**src/rtl/mem_port_arbiter_pkg.sv**
```systemverilog
// Shared encodings for the unified memory port arbiter.
package mem_port_arbiter_pkg;

    typedef enum logic [1:0] {
        IDLE   = 2'd0,
        ACCESS = 2'd1,
        RESP   = 2'd2
    } arb_state_t;

    localparam logic PORT_IF = 1'b0;
    localparam logic PORT_DM = 1'b1;

    localparam int WAIT_CYCLES_DEF = 2;

endpackage

```
**src/rtl/mem_port_arbiter_wait_counter.sv**
```systemverilog
// Loadable down-counter with zero flag; it holds at zero instead of wrapping.
module arb_wait_counter #(
    parameter int CNT_W = 4
) (
    input  logic             clk,
    input  logic             rst,
    input  logic             load,
    input  logic             dec,
    input  logic [CNT_W-1:0] load_val,
    output logic             zero
);

    logic [CNT_W-1:0] count;

    always_ff @(posedge clk) begin
        if (rst) begin
            count <= '0;
        end else if (load) begin
            count <= load_val;
        end else if (dec && !zero) begin
            count <= count - CNT_W'(1);
        end
    end

    assign zero = (count == '0);

endmodule

```
**src/rtl/mux2_32.sv**
```systemverilog
// 32-bit 2:1 mux: sel=0 passes in0, sel=1 passes in1.
module mux2_32 (
    input  logic        sel,
    input  logic [31:0] in0,
    input  logic [31:0] in1,
    output logic [31:0] y
);

    assign y = sel ? in1 : in0;

endmodule

```
**src/rtl/mem_port_arbiter.sv**
```systemverilog
// Two-port (IF / data) arbiter for the unified memory port with a fixed-wait access.
// Build option ARB_ROUND_ROBIN_EN: round-robin tie-break instead of data-first priority.
//
// state  | meaning
// IDLE   | sample requests, pick winner, latch address/data/we
// ACCESS | mem_en high for WAIT_CYCLES cycles; capture read data on the last one
// RESP   | one-cycle ready pulse to the winner, rdata valid
module mem_port_arbiter
    import mem_port_arbiter_pkg::*;
#(
    parameter int WAIT_CYCLES = WAIT_CYCLES_DEF,
    parameter int CNT_W       = 4
) (
    input  logic        clk,
    input  logic        rst,
    input  logic        if_req,
    input  logic [31:0] if_addr,
    input  logic        dm_req,
    input  logic        dm_we,
    input  logic [31:0] dm_addr,
    input  logic [31:0] dm_wdata,
    input  logic [31:0] mem_rdata,
    output logic        mux_sel,
    output logic [31:0] mem_addr,
    output logic [31:0] mem_wdata,
    output logic        mem_en,
    output logic        mem_we,
    output logic [31:0] rdata,
    output logic        if_ready,
    output logic        dm_ready,
    output logic        if_stall,
    output logic        dm_stall
);

    arb_state_t  state;
    arb_state_t  state_nxt;
    logic        win;
    logic        we_lat;
    logic        grant_port;
    logic        tie_port;
    logic        cnt_load;
    logic        cnt_dec;
    logic        cnt_zero;
    logic        capture;
    logic        sel_int;
    logic [31:0] mux_addr;
    logic [31:0] mux_wdata;

`ifdef ARB_ROUND_ROBIN_EN
    logic rr_ptr;   // port favoured on the next tie

    always_ff @(posedge clk) begin
        if (rst) begin
            rr_ptr <= PORT_IF;
        end else if (cnt_load) begin
            rr_ptr <= ~grant_port;
        end
    end

    assign tie_port = rr_ptr;
`else
    assign tie_port = PORT_DM;
`endif

    always_comb begin
        grant_port = PORT_IF;
        if (if_req && dm_req) begin
            grant_port = tie_port;
        end else if (dm_req) begin
            grant_port = PORT_DM;
        end
    end

    // win is only updated on leaving IDLE, so in IDLE the mux must follow the
    // fresh arbitration result for the latch to see the winner's address.
    assign sel_int = (state == IDLE) ? grant_port : win;
    assign mux_sel = win;

    mux2_32 u_addr_mux (
        .sel (sel_int),
        .in0 (if_addr),
        .in1 (dm_addr),
        .y   (mux_addr)
    );

    mux2_32 u_wdata_mux (
        .sel (sel_int),
        .in0 (32'h0),
        .in1 (dm_wdata),
        .y   (mux_wdata)
    );

    arb_wait_counter #(
        .CNT_W (CNT_W)
    ) u_wait_cnt (
        .clk      (clk),
        .rst      (rst),
        .load     (cnt_load),
        .dec      (cnt_dec),
        .load_val (CNT_W'(WAIT_CYCLES - 1)),
        .zero     (cnt_zero)
    );

    always_ff @(posedge clk) begin
        if (rst) begin
            state <= IDLE;
        end else begin
            state <= state_nxt;
        end
    end

    always_comb begin
        state_nxt = state;
        cnt_load  = 1'b0;
        cnt_dec   = 1'b0;
        capture   = 1'b0;
        mem_en    = 1'b0;
        mem_we    = 1'b0;
        unique case (state)
            IDLE: begin
                if (if_req || dm_req) begin
                    cnt_load  = 1'b1;
                    state_nxt = ACCESS;
                end
            end
            ACCESS: begin
                mem_en  = 1'b1;
                mem_we  = we_lat;
                cnt_dec = 1'b1;
                if (cnt_zero) begin
                    capture   = 1'b1;
                    state_nxt = RESP;
                end
            end
            RESP: begin
                state_nxt = IDLE;
            end
            default: begin
                state_nxt = IDLE;
            end
        endcase
    end

    always_ff @(posedge clk) begin
        if (rst) begin
            win       <= PORT_IF;
            mem_addr  <= '0;
            mem_wdata <= '0;
            we_lat    <= 1'b0;
            rdata     <= '0;
            if_ready  <= 1'b0;
            dm_ready  <= 1'b0;
        end else begin
            if_ready <= 1'b0;
            dm_ready <= 1'b0;
            if (cnt_load) begin
                win       <= grant_port;
                mem_addr  <= mux_addr;
                mem_wdata <= mux_wdata;
                we_lat    <= (grant_port == PORT_DM) && dm_we;
            end
            if (capture) begin
                rdata    <= mem_rdata;
                if_ready <= (win == PORT_IF);
                dm_ready <= (win == PORT_DM);
            end
        end
    end

    assign if_stall = if_req & ~if_ready;
    assign dm_stall = dm_req & ~dm_ready;

endmodule

```
**config.mk**
```make
export PLATFORM = sky130hd
export DESIGN_NAME = mem_port_arbiter
export DESIGN_NICKNAME = d
export VERILOG_FILES = /design/src/rtl/mem_port_arbiter_pkg.sv /design/src/rtl/mem_port_arbiter_wait_counter.sv /design/src/rtl/mux2_32.sv /design/src/rtl/mem_port_arbiter.sv
export SDC_FILE = /design/constraint.sdc
export NUM_CORES = 1
export LEC_CHECK = 0
export ABC_CLOCK_PERIOD_IN_PS = 1950
export CELL_PAD_IN_SITES_DETAIL_PLACEMENT = 1
export CELL_PAD_IN_SITES_GLOBAL_PLACEMENT = 1
export CORE_MARGIN = 5
export CORE_UTILIZATION = 28
export CTS_CLUSTER_DIAMETER = 100
export DETAILED_ROUTE_END_ITERATION = 10
export PLACE_DENSITY_LB_ADDON = 0.1
export SLEW_MARGIN = 20
export SYNTH_ARGS = -nofsm -noshare
export SYNTH_HDL_FRONTEND = slang
export SYNTH_SLANG_ARGS = --single-unit
```
**constraint.sdc**
```tcl
create_clock -name clk -period 1.95 [get_ports clk]
set_input_delay 0.39 -clock clk [delete_from_list [all_inputs] [get_ports clk]]
set_output_delay 0.39 -clock clk [all_outputs]
set_load 0.02 [all_outputs]
```
## Word level (Yosys, flattened, before mapping)

Cells that the tools add are included.

- Bits in registers: 106
- Bits of input ports: 133
- Output and inout bits: 103

- $add $sub $neg: 1
- Equality and inequality tests: 3
- Muxes and demuxes: 16
- Bitwise logic cells: 6
- Reduce and logical (&&, ||, !) cells: 11

Operator list:

| cell | number |
|---|---|
| $mux 32 | 2 |
| $mux 1 | 11 |
| $logic_not 4->1 | 1 |
| $mux 2 | 2 |
| $ne 2x1->1 const B | 2 |
| $not 1->1 | 4 |
| $pmux 2 s2 | 1 |
| $reduce_or 2->1 | 2 |
| $sub 4x1->4 const B | 1 |
| $logic_and 1x1->1 | 3 |
| $and 1x1->1 | 2 |
| $eq 2x1->1 const B | 1 |
| $logic_not 2->1 | 1 |
| $reduce_and 2->1 | 1 |
| $reduce_bool 2->1 | 1 |
| $logic_not 1->1 | 1 |
| $logic_or 1x1->1 | 1 |

## Depth between registers and ports, before layout

- Depth in word-level cells: 5
- Gate-level depth with buffers: 7
- Depth with buffers taken out: 5

## Hierarchy

From an unflattened synthesis, not the netlist that was laid out.

- Cell total of the unflattened synthesis: 564
- Area total of the unflattened synthesis: 5358.9 um^2

Modules (own cells, without submodules):

| module | instances | cells each | area an instance (um^2) | seq. area each (um^2) |
|---|---|---|---|---|
| mem_port_arbiter | 1 | 463 | 4007.6 | 2042.0 |
| mux2_32 | 2 | 36 | 544.3 | 0.0 |
| arb_wait_counter | 1 | 29 | 262.8 | 80.1 |

## Least setup slack after synthesis

Ideal clock, no wire load.

- Path kind: reg2out
- From: register state[1]
- To: output mem_we
- Arrival: 1167 ps
- Data required time: 1560 ps
- Setup slack: 393 ps
- Cell stages (with the launch flop): 6
- Cell sequence: dfxtp_1 -> nand2b_1 -> buf_6 -> inv_1 -> buf_2 -> and2_1

- Longest elaborated chain between the ends: 2

Ends and longest elaborated chain:

| item | line | source |
|---|---|---|
| start: declaration | mem_port_arbiter.sv:35 | `arb_state_t state;` |
| start signal: assignment | mem_port_arbiter.sv:108 | `state <= state_nxt;` |
| $eq 2x1->1 | mem_port_arbiter.sv:119 | `unique case (state)` |
| $mux 1 | mem_port_arbiter.sv:119 |  |
| end: declaration | mem_port_arbiter.sv:27 | `output logic mem_we,` |

Every way passes these cells.

## Worst setup path after layout

Same ends and word-level chain as after synthesis.

==> results.py <==
metrics = {
    "worst_setup_path": {
        "critPathTopFamily": "buffers and inverters",
        "critPathKind": "reg2out",
        "crit_start": "state[1]",
        "r2r-start": "u_wait_cnt.count[0]",
        "critPathMaxFanout": 4,
        "critPathBufInv": 2,
        "cp_slowest_cell": "dfxtp_1",
        "max_stage_delay_ps": 340,
        "arrival_ps": 1470,
        "cp-start-kind": "flop",
        "critical_path.cell_chain": "nand2b_1 > inv_1 > and2_1 > dlygate4sd2_1",
        "crit_required_ps": 1560,
        "worstSetupEndpointType": "output pin",
    },
    "detailed_routing": {
        "dr_total_vias": 4338,
        "wl_per_cell_um": 19.5,
        "routed_wl_mm": 16.7,
        "drt-vias-per-instance": 5.05,
        "drt-pass1-iter-count": 4,
        "ant_nets": 0,
        "drcViolationCount": 0,
        "drt_iter0_markers": 236,
    },
    "sta": {
        "skew_ps": 5.19,
        "worst_slew_pin_slew_ps": 431,
        "finalHoldWorstSlack_ps": 474,
        "max_freq_ghz": 0.538,
        "setup_viol": 0,
        "report.final.hold_viol_count": 0,
        "period_minus_slack_ps": 1860,
        "fin_crit_sh": 0.953,
        "slew_headroom": 0.713,
        "slew_violations": 0,
        "rsz0062_at_grt": "false",
        "tns_ps": 0,
    },
    "floorplanning": {
        "die_w_um": 135,
        "die-area_sq_um": 18300,
        "initial_core_util": 0.287,
        "fp.coreArea_sq_um": 15300,
        "die_h_um": 135,
        "num_rows": 45,
        "ios": 236,
    },
    "clock_tree": {
        "h-tree-depth": 3,
        "cts_tree": "built",
        "cts_sinks": 106,
        "cts.root.buffer_cell": "clkbuf_16",
        "clk_path_buf_depth": 2,
        "clkLatencyLatePin_ps": 350,
        "cts.clk_slew.worst_paths_ps": 70,
        "cts_made_buffers": 9,
    },
    "place": {
        "io_buffers": 235,
        "place.gp.congestion": 0.788,
        "placed_cell_area_sq_um": 6950,
        "dp.cells": 842,
        "dpl.hpwl_mm": 11.6,
    },
    "pwr": {
        "ir_worst_vdd_v": 0.000595,
        "total_power_w": 0.00618,
        "power.density_nw_per_um2": 852,
        "power_leakage_nw": 2.67,
    },
    "synthesis": {
        "synth_seq_cells": 106,
        "ys_seq_area_frac": 0.483,
        "async_reset_ff_frac": 0,
        "netlist_area_sq_um": 4400,
        "synth-main-ff-cell": "dfxtp_1",
        "ys_types": 36,
        "yosys_warnings": 0,
        "synth_edf_count": 0,
        "syn_area_per_cell_sq_um": 10.3,
        "syn_inst": 426,
        "synth_nets": 560,
    },
    "cells_and_area": {
        "fin_nets": 776,
        "drive_gt1_frac": 0.0726,
        "finalInstanceArea_sq_um": 7250,
        "fill_cells": 1724,
        "fin_cells": 859,
        "area_growth_pct": 64.9,
    },
    "grt": {
        "grt_pass1_vias": 4591,
        "grt_pass1_wl_mm": 26.1,
        "grt_max_degree": 44,
        "track_usage": 0.179,
        "gr-total-overflow": 0,
        "antenna_found_initial": 1,
    },
    "job": {
        "drv_cap": 0,
    },
    "worst_hold_path": {
        "hold_class": "reg2reg",
        "hp-start": "mem_wdata[12]",
    },
    "outcome": {
        "status": "completed",
    },
}
## power breakdown
part           internal, W  total [W]  switching, W  leakage (nW)
clock network      0.00101    0.00186      0.000859         0.146
registers          0.00238    0.00250      0.000120         0.870
logic             0.000890    0.00182      0.000926          1.66
## worst reg2reg max path, stage by stage, from the launching register on
cell     delay (ps)
dfxtp_1         320
inv_1            80
ha_1            190
nor3b_4         340
buf_4           320
nand2_1         130
nor3b_1         190
## metal layers
layer / vias to the layer above / share of wire / GRT usage / routed length, um
met2: 163 / 0.45 / 0.277 / 7600
met5: - / 0 / 0 / 0
met4: 0 / 0.015 / 0.0560 / 248
li1: 2089 / - / - / -
met1: 2070 / 0.44 / 0.230 / 7360
met3: 16 / 0.091 / 0.0676 / 1520
## flip-flops by register name, indices dropped and copies added (netlist names)
register and flops:
mem_addr 32, we_lat 1, rdata 32, dm_ready 1
u_wait_cnt.count 4, mux_sel 1, state 2, if_ready 1
mem_wdata 32
## area by class of cell
type	count	area, sq um	share of cell area
Antenna cell	1	2.50	0.000345
Clock buffer	9	225	0.0311
Clock inverter	7	77.6	0.0107
Inverter	4	15.0	0.00207
Multi-Input combinational cell	263	1980	0.273
Sequential cell	106	2120	0.293
Tap cell	211	264	0.0364
Timing Repair Buffer	258	2570	0.354
## Yosys cell counts (3+ instances only)
cell type / n / area (sq um)
inv_1: 4 / 15.0
a21oi_1: 38 / 190
buf_6: 9 / 101
and4b_1: 32 / 320
nand2_1: 3 / 11.3
o21ai_0: 36 / 180
a221o_1: 32 / 320
dfxtp_1: 106 / 2120
nor4b_1: 31 / 272
buf_4: 4 / 30.0
a22o_1: 32 / 280
nand3_1: 34 / 170
clkbuf_1: 18 / 67.6
buf_2: 21 / 105
## cells in the final DEF, fill, tap and decap left out, drive strengths merged, types with 2 or more instances in the layout
cell type	n
a21oi	39
a221o	32
a22o	32
and4b	32
buf	24
clkbuf	9
clkdlybuf4s50	230
clkinv	4
dfxtp	106
dlygate4sd2	4
inv	5
nand2	3
nand2b	2
nand3	34
nor2	3
nor2b	2
nor3b	3
nor4b	32
o21ai	36
or2	2
or4	2
## logic make-up after synthesis
logic type / after synthesis / synth area share
AOI/OAI and AO/OA: 142 / 0.228
and+or+nand+nor: 119 / 0.211
DFF: 106 / 0.483
buffers and inverters: 57 / 0.0734
muxes: 1 / 0.00228
adders and majority gates: 1 / 0.00285
## final timing paths
kind	slack, ps	endpoint	depth (start not counted)
hold / removal	470	mem_wdata[12]	1
setup / recovery	90	mem_we	4
setup reg to reg	320	dm_ready	6
hold reg to reg	470	mem_wdata[12]	1
## repair_timing
action,CTS,global route
gates resized for setup,4,0
hold buffers,0,0
buffers inserted,0,0
endpoints found under the setup margin,4,0
## through the flow
step	setup WS (ps)	util
after floorplan	393	-
after global placement	-56.5	0.454
after detailed placement	-77.7	0.454
after CTS	41.0	0.473
after global routing	7.41	0.474
final	92.2	0.474
Power figures use the tool's default switching activity.
